$ cat config.mk
export PLATFORM = sky130hd
export DESIGN_NAME = csa_accum_ctrl
export DESIGN_NICKNAME = d
export VERILOG_FILES = /design/src/rtl/csa_pkg.sv /design/src/rtl/csa6_pipe.sv /design/src/rtl/csa_accum_ctrl.sv
export SDC_FILE = /design/constraint.sdc
export NUM_CORES = 1
export LEC_CHECK = 0
export BUFFER_PORTS_ARGS = -buffer_cell sky130_fd_sc_hd__buf_2
export CORE_MARGIN = 5
export CORE_UTILIZATION = 50
export CTS_BUF_LIST = sky130_fd_sc_hd__clkbuf_16
export DETAILED_ROUTE_END_ITERATION = 12
export PLACE_DENSITY = 0.7
export SYNTH_ARGS = -nofsm -noshare
export SYNTH_HDL_FRONTEND = slang
export SYNTH_SLANG_ARGS = --single-unit
$ cat constraint.sdc
create_clock -name clk -period 2.8 [get_ports clk]
set_clock_uncertainty 0.1 [all_clocks]
set_input_delay 0 -clock clk [delete_from_list [all_inputs] [get_ports clk]]
set_output_delay 0 -clock clk [all_outputs]
set_load 0.02 [all_outputs]
$ cat src/rtl/csa_pkg.sv
// Shared types and constants for the carry-save packet accumulator.
package csa_pkg;

    typedef enum logic [1:0] {
        ST_COLLECT,
        ST_ISSUE,
        ST_DRAIN,
        ST_OUTPUT
    } state_e;

    localparam int MAX_BEATS = 255;
    localparam int GROUP_SZ  = 6;
    localparam int SUM_W     = 7;

    // 3:2 compressor on 7-bit vectors; returns {sum, carry} with carry pre-shifted.
    function automatic logic [13:0] csa3(input logic [6:0] a, input logic [6:0] b,
                                         input logic [6:0] c);
        logic [6:0] maj;
        maj = (a & b) | (a & c) | (b & c);
        return {a ^ b ^ c, maj[5:0], 1'b0};
    endfunction

endpackage

$ cat src/rtl/csa6_pipe.sv
// Six-operand carry-save adder tree with a final carry-propagate add, LAT clocks deep.
module csa6_pipe
    import csa_pkg::*;
#(
    parameter int LAT = 3
) (
    input  logic        clk,
    input  logic        reset_n,
    input  logic        issue_i,
    input  logic [23:0] ops_i,
    output logic [6:0]  sum_o
);

    logic [6:0] op [GROUP_SZ];
    logic [6:0] s1, c1, s2, c2, s3, c3, s4, c4;
    logic [6:0] sum_q;

    // Idle cycles feed zeros so the pipe never carries stale operands.
    always_comb begin
        for (int i = 0; i < GROUP_SZ; i++) begin
            op[i] = issue_i ? {3'b000, ops_i[4*i +: 4]} : 7'd0;
        end
    end

    assign {s1, c1} = csa3(op[0], op[1], op[2]);
    assign {s2, c2} = csa3(op[3], op[4], op[5]);
    assign {s3, c3} = csa3(s1, c1, s2);
    assign {s4, c4} = csa3(s3, c3, c2);

    generate
        if (LAT == 1) begin : g_single
            always_ff @(posedge clk or negedge reset_n) begin
                if (!reset_n) sum_q <= '0;
                else          sum_q <= s4 + c4;
            end
        end else begin : g_multi
            logic [6:0] s_q [LAT-1];
            logic [6:0] c_q [LAT-1];

            always_ff @(posedge clk or negedge reset_n) begin
                if (!reset_n) begin
                    for (int k = 0; k < LAT-1; k++) begin
                        s_q[k] <= '0;
                        c_q[k] <= '0;
                    end
                    sum_q <= '0;
                end else begin
                    s_q[0] <= s4;
                    c_q[0] <= c4;
                    for (int k = 1; k < LAT-1; k++) begin
                        s_q[k] <= s_q[k-1];
                        c_q[k] <= c_q[k-1];
                    end
                    sum_q <= s_q[LAT-2] + c_q[LAT-2];
                end
            end
        end
    endgenerate

    assign sum_o = sum_q;

endmodule

$ cat src/rtl/csa_accum_ctrl.sv
// Packet accumulator: gathers 4-bit beats into groups of six, sums each group in
// csa6_pipe and accumulates group results into a per-packet total.
//
// state      | meaning
// -----------+-----------------------------------------------------------
// ST_COLLECT | accepting beats into operand slots
// ST_ISSUE   | group handed to csa6_pipe for one cycle, slots cleared
// ST_DRAIN   | packet closed, waiting for in-flight groups to accumulate
// ST_OUTPUT  | result held until out_ready handshake
module csa_accum_ctrl
    import csa_pkg::*;
#(
    parameter int LAT   = 3,
    parameter int ACC_W = 12
) (
    input  logic             clk,
    input  logic             reset_n,
    input  logic             in_valid,
    input  logic [3:0]       in_data,
    input  logic             in_last,
    output logic             in_ready,
    output logic             out_valid,
    input  logic             out_ready,
    output logic [ACC_W-1:0] out_sum,
    output logic [7:0]       out_count,
    output logic             out_err,
    output logic             busy
);

    state_e          state_q;
    logic [5:0][3:0] slot_q;
    logic [2:0]      slot_cnt_q;
    logic [7:0]      cnt_q;
    logic [ACC_W-1:0] acc_q, acc_d;
    logic            err_q, close_q, out_valid_q;
    logic [LAT-1:0]  inflight_q;
    logic [6:0]      grp_sum;
    logic            issue, accept, grp_full, at_limit;

    assign issue    = (state_q == ST_ISSUE);
    assign in_ready = (state_q == ST_COLLECT);
    assign accept   = in_valid && in_ready;
    assign grp_full = (slot_cnt_q == 3'(GROUP_SZ - 1));
    assign at_limit = (cnt_q == 8'(MAX_BEATS - 1));

    // Results land whenever their valid bit leaves the tracker, whatever the state.
    assign acc_d = inflight_q[LAT-1] ? acc_q + ACC_W'(grp_sum) : acc_q;

    csa6_pipe #(.LAT(LAT)) u_pipe (
        .clk     (clk),
        .reset_n (reset_n),
        .issue_i (issue),
        .ops_i   (slot_q),
        .sum_o   (grp_sum)
    );

    always_ff @(posedge clk or negedge reset_n) begin
        if (!reset_n) begin
            state_q     <= ST_COLLECT;
            slot_q      <= '0;
            slot_cnt_q  <= '0;
            cnt_q       <= '0;
            acc_q       <= '0;
            err_q       <= 1'b0;
            close_q     <= 1'b0;
            out_valid_q <= 1'b0;
            inflight_q  <= '0;
        end else begin
            inflight_q <= (inflight_q << 1) | LAT'(issue);
            acc_q      <= acc_d;
            case (state_q)
                ST_COLLECT: begin
                    if (accept) begin
                        slot_q[slot_cnt_q] <= in_data;
                        slot_cnt_q         <= slot_cnt_q + 3'd1;
                        cnt_q              <= cnt_q + 8'd1;
                        if (grp_full || in_last || at_limit) begin
                            state_q <= ST_ISSUE;
                            close_q <= in_last || at_limit;
                            err_q   <= at_limit && !in_last;
                        end
                    end
                end
                ST_ISSUE: begin
                    slot_q     <= '0;
                    slot_cnt_q <= '0;
                    state_q    <= close_q ? ST_DRAIN : ST_COLLECT;
                end
                ST_DRAIN: begin
                    if (inflight_q == '0) begin
                        state_q     <= ST_OUTPUT;
                        out_valid_q <= 1'b1;
                    end
                end
                ST_OUTPUT: begin
                    if (out_ready) begin
                        state_q     <= ST_COLLECT;
                        out_valid_q <= 1'b0;
                        acc_q       <= '0;
                        cnt_q       <= '0;
                        err_q       <= 1'b0;
                        close_q     <= 1'b0;
                    end
                end
                default: state_q <= ST_COLLECT;
            endcase
        end
    end

    assign out_valid = out_valid_q;
    assign out_sum   = acc_q;
    assign out_count = cnt_q;
    assign out_err   = err_q;
    assign busy      = !((state_q == ST_COLLECT) && (slot_cnt_q == '0) && (inflight_q == '0));

endmodule

==> run_results.csv <==
group,metric,value,unit
critical_path,worstPathRequired,2.90,ns
detailed_routing,drtIter0Drc,108,
floorplanning,rows,32,
synth,post_synth_instance_area,0.00404,mm²
critical_path,crit_chain,"nor2b_4 > buf_12 > and2_1 > fa_1 > inv_1 > fa_1 > inv_1 > fa_1",
synth,synth_fp_nets,406,
placement,dp.cells,490,
final_layout,area_growth,19.0,%
placement,gp_congestion,0.831,
global_routing,grt_max_degree,81,
synth,synthDistinctLibCells,43,
run,cap_violations,0,
clocking,cts_tree,"done",
detailed_routing,drc,0,
floorplanning,io_pins,33,
critical_path,cp-end-kind,"register",
placement,portBuffers,32,
timing,whs,0.249,ns
global_routing,grt_pass1_vias,2753,
critical_path,crit_type,"reg2reg",
floorplanning,die_x,99.8,µm
timing,period_needed,2.71,ns
synth,synthCells,364,
floorplanning,initial_core_util,0.517,
detailed_routing,vias,2678,
global_routing,grt_usage,0.166,
clocking,cts-htree-levels,3,
timing,hold_violations,0,
critical_path,start_kind,"register",
detailed_routing,avgRoutedWirePerCell,14.8,µm
clocking,root_buffer,"clkbuf_16",
critical_path,critical_path_arrival,2.81,ns
detailed_routing,drtAntennaViolNets,0,
timing,worstMarginPinSlew,0.999,ns
timing,fmax,369,MHz
power_and_ir_drop,p_leak,0.00247,µW
floorplanning,coreArea,0.00781,mm²
critical_path,cp_common_cell,"fa_1",
clocking,ctsLongestPathBuffers,2,
synth,synth.ff_latch_count,80,
detailed_routing,wl,7640,µm
timing,setup_viol,0,
global_routing,grt_overflow,0,
floorplanning,die_h,99.8,µm
timing,drv_slew,0,
synth,synth_warnings,0,
synth,postSynthAreaPerCell,11.1,µm²
global_routing,antenna_found_initial,0,
global_routing,grt_pass1_wl,13200,µm
final_layout,layout-drive-gt1-share,0.153,
final_layout,final_nets,450,
final_layout,stdcell_area,0.00480,mm²
detailed_routing,viasPerCell,5.20,
power_and_ir_drop,powerDensity,958,mW/mm²
run_status,status,"finished clean",
floorplanning,die-area,0.00997,mm²
timing,slew_headroom,0.334,
clocking,post-cts-setup-buffers,0,
placement,post_dp_cell_area,0.00432,mm²
hold_path,min_path_type,"reg2reg",
clocking,clkLatencyLatePin,0.33,ns
placement,dpl.hpwl,5260,µm
clocking,cts-buffers-inserted,9,
power_and_ir_drop,ir_drop,0.586,mV
critical_path,slowest_delay,0.53,ns
final_layout,final_cells,515,
clocking,cts.sinks,80,
power_and_ir_drop,p_total,4600,µW
critical_path,cpMaxStageDelayCell,"fa_1",
clocking,cts.reportedPaths.clkPinSlew,0.06,ns
critical_path,cp_max_fo,15,
final_layout,insertedDiodeCount,0,
timing,final.period_utilization,0.967,
synth,yosysSeqAreaShare,0.496,
detailed_routing,dr.pass1.iters,4,
-- worst max-delay path, delay by kind of cell, from the launching register on --
kind,cells,cell delay [ns]
buffers and inverters,3,0.24
DFF,1,0.37
adders and majority gates,3,1.53
and+or+nand+nor,2,0.32
-- worst paths after layout --
path	slack, ns	startpoint	end	cells past startpoint
hold reg to reg	0.25	u_pipe.g_multi.c_q[9]	u_pipe.g_multi.c_q[2]	0
min in group asynchronous	0.28	reset_n	out_count[6]	2
max in group asynchronous	1.69	reset_n	slot_q[21]	2
hold / removal	0.25	u_pipe.g_multi.c_q[9]	u_pipe.g_multi.c_q[2]	0
setup reg to reg	0.09	state_q[0]	u_pipe.g_multi.s_q[10]	8
setup / recovery	0.09	state_q[0]	u_pipe.g_multi.s_q[10]	8
-- routing by layer --
| layer | GRT usage | vias up | wire (µm) |
|---|---|---|---|
| li1 | - | 1317 | - |
| met1 | 0.219 | 1318 | 3530 |
| met2 | 0.271 | 36 | 3790 |
| met3 | 0.0417 | 7 | 229 |
| met4 | 0.0525 | 0 | 90 |
| met5 | 0 | - | 0 |
-- metrics by stage --
stage	util	setup WS, ns	TNS (ns)
after global routing	0.615	-0.00995	-0.00995
after floorplan	-	0.00726	0
after detailed placement	0.554	0.0787	0
after global placement	0.554	0.104	0
after CTS	0.611	0.0362	0
final	0.615	0.0917	0
-- power breakdown --
group	internal, µW	switching [µW]
clock	962	458
combinational	598	837
sequential	1480	272
-- final cells by class --
cell class	count	area, µm²
repair buffers	47	325
fillers	628	3010
inverters	25	93.8
flip-flops and latches	80	2000
clock inverters	7	144
multi-input cells	245	1880
well taps	102	128
clock buffers	9	225
-- placed cells by master (no fill, tap or decap), drive strengths merged, types with 2 or more instances in the layout --
| cell type | Yosys | routed |
|---|---|---|
| dfrtp | 80 | 80 |
| nor2 | 38 | 38 |
| buf | 5 | 38 |
| mux2i | 32 | 32 |
| nand2 | 29 | 29 |
| inv | 25 | 25 |
| fa | 17 | 17 |
| ha | 16 | 16 |
| nand3 | 13 | 13 |
| o21ai | 13 | 13 |
| clkbuf | 9 | 10 |
| a21oi | 9 | 9 |
| and2 | 9 | 9 |
| dlygate4sd3 | 0 | 8 |
| and3 | 7 | 7 |
| xor2 | 6 | 6 |
| xnor2 | 6 | 6 |
| nand4 | 5 | 5 |
| nand2b | 4 | 4 |
| a21o | 4 | 4 |
| a31oi | 4 | 4 |
| nand3b | 4 | 4 |
| bufinv | 0 | 4 |
| a211oi | 4 | 4 |
| nor3 | 3 | 3 |
| o22ai | 3 | 3 |
| nor2b | 3 | 3 |
| o21a | 2 | 2 |
| o21ba | 2 | 2 |
| a22o | 2 | 2 |
| clkinvlp | 0 | 2 |
-- kinds of logic (layout without fill, tap and decap cells) --
group | count (synthesis) | count (layout) | synth area share
buffers and inverters | 39 | 88 | 0.0388
DFF | 80 | 80 | 0.496
xor gates and xnor gates | 12 | 12 | 0.0260
AOI/OAI and AO/OA | 49 | 49 | 0.0819
and+or+nand+nor | 119 | 119 | 0.144
muxes | 32 | 32 | 0.0794
adders and majority gates | 33 | 33 | 0.134
-- cell usage after synthesis --
cell       instances  area [µm²]
a211oi_1           2        15.0
a211oi_2           2        25.0
a21boi_0           1        7.51
a21o_1             4        30.0
a21oi_1            9        45.0
a221oi_1           1        8.76
a22o_1             2        17.5
a311o_1            1        10.0
a31oi_1            4        25.0
and2_1             9        56.3
and3_1             7        43.8
and3b_1            1        8.76
buf_1              1        3.75
buf_2              2        10.0
buf_4              2        15.0
clkbuf_1           9        33.8
dfrtp_1           80        2000
fa_1              17         340
ha_1              16         200
inv_1             25        93.8
mux2i_1           32         320
nand2_1           29         109
nand2b_1           4        25.0
nand3_1           13        65.1
nand3b_1           4        30.0
nand4_1            5        31.3
nand4b_1           1        8.76
nor2_1            36         135
nor2_2             2        12.5
nor2b_1            3        18.8
nor3_1             3        15.0
nor3b_2            1        12.5
o2111a_1           1        11.3
o2111ai_1          1        8.76
o21a_1             2        15.0
o21ai_0            7        35.0
o21ai_1            6        30.0
o21ba_2            2        20.0
o22ai_1            3        18.8
o31ai_1            1        7.51
or3b_1             1        8.76
xnor2_1            6        52.6
xor2_1             6        52.6
-- what timing repair did --
item | 4_1_cts | 5_1_grt
hold buffers | 8 | 0
setup endpoints to repair | 0 | 3
endpoints found under the hold margin | 109 | 0
resized for setup | 0 | 1
-- flip-flops by register name, summed over array words and instances, names as in the netlist, 3 cells and up, named ones only --
name,flops
slot_cnt_q,3
inflight_q,3
u_pipe.g_multi.s_q,10
out_sum,12
u_pipe.sum_o,7
slot_q,24
u_pipe.g_multi.c_q,8
out_count,8
No activity file was read; power rests on OpenSTA's default activity.
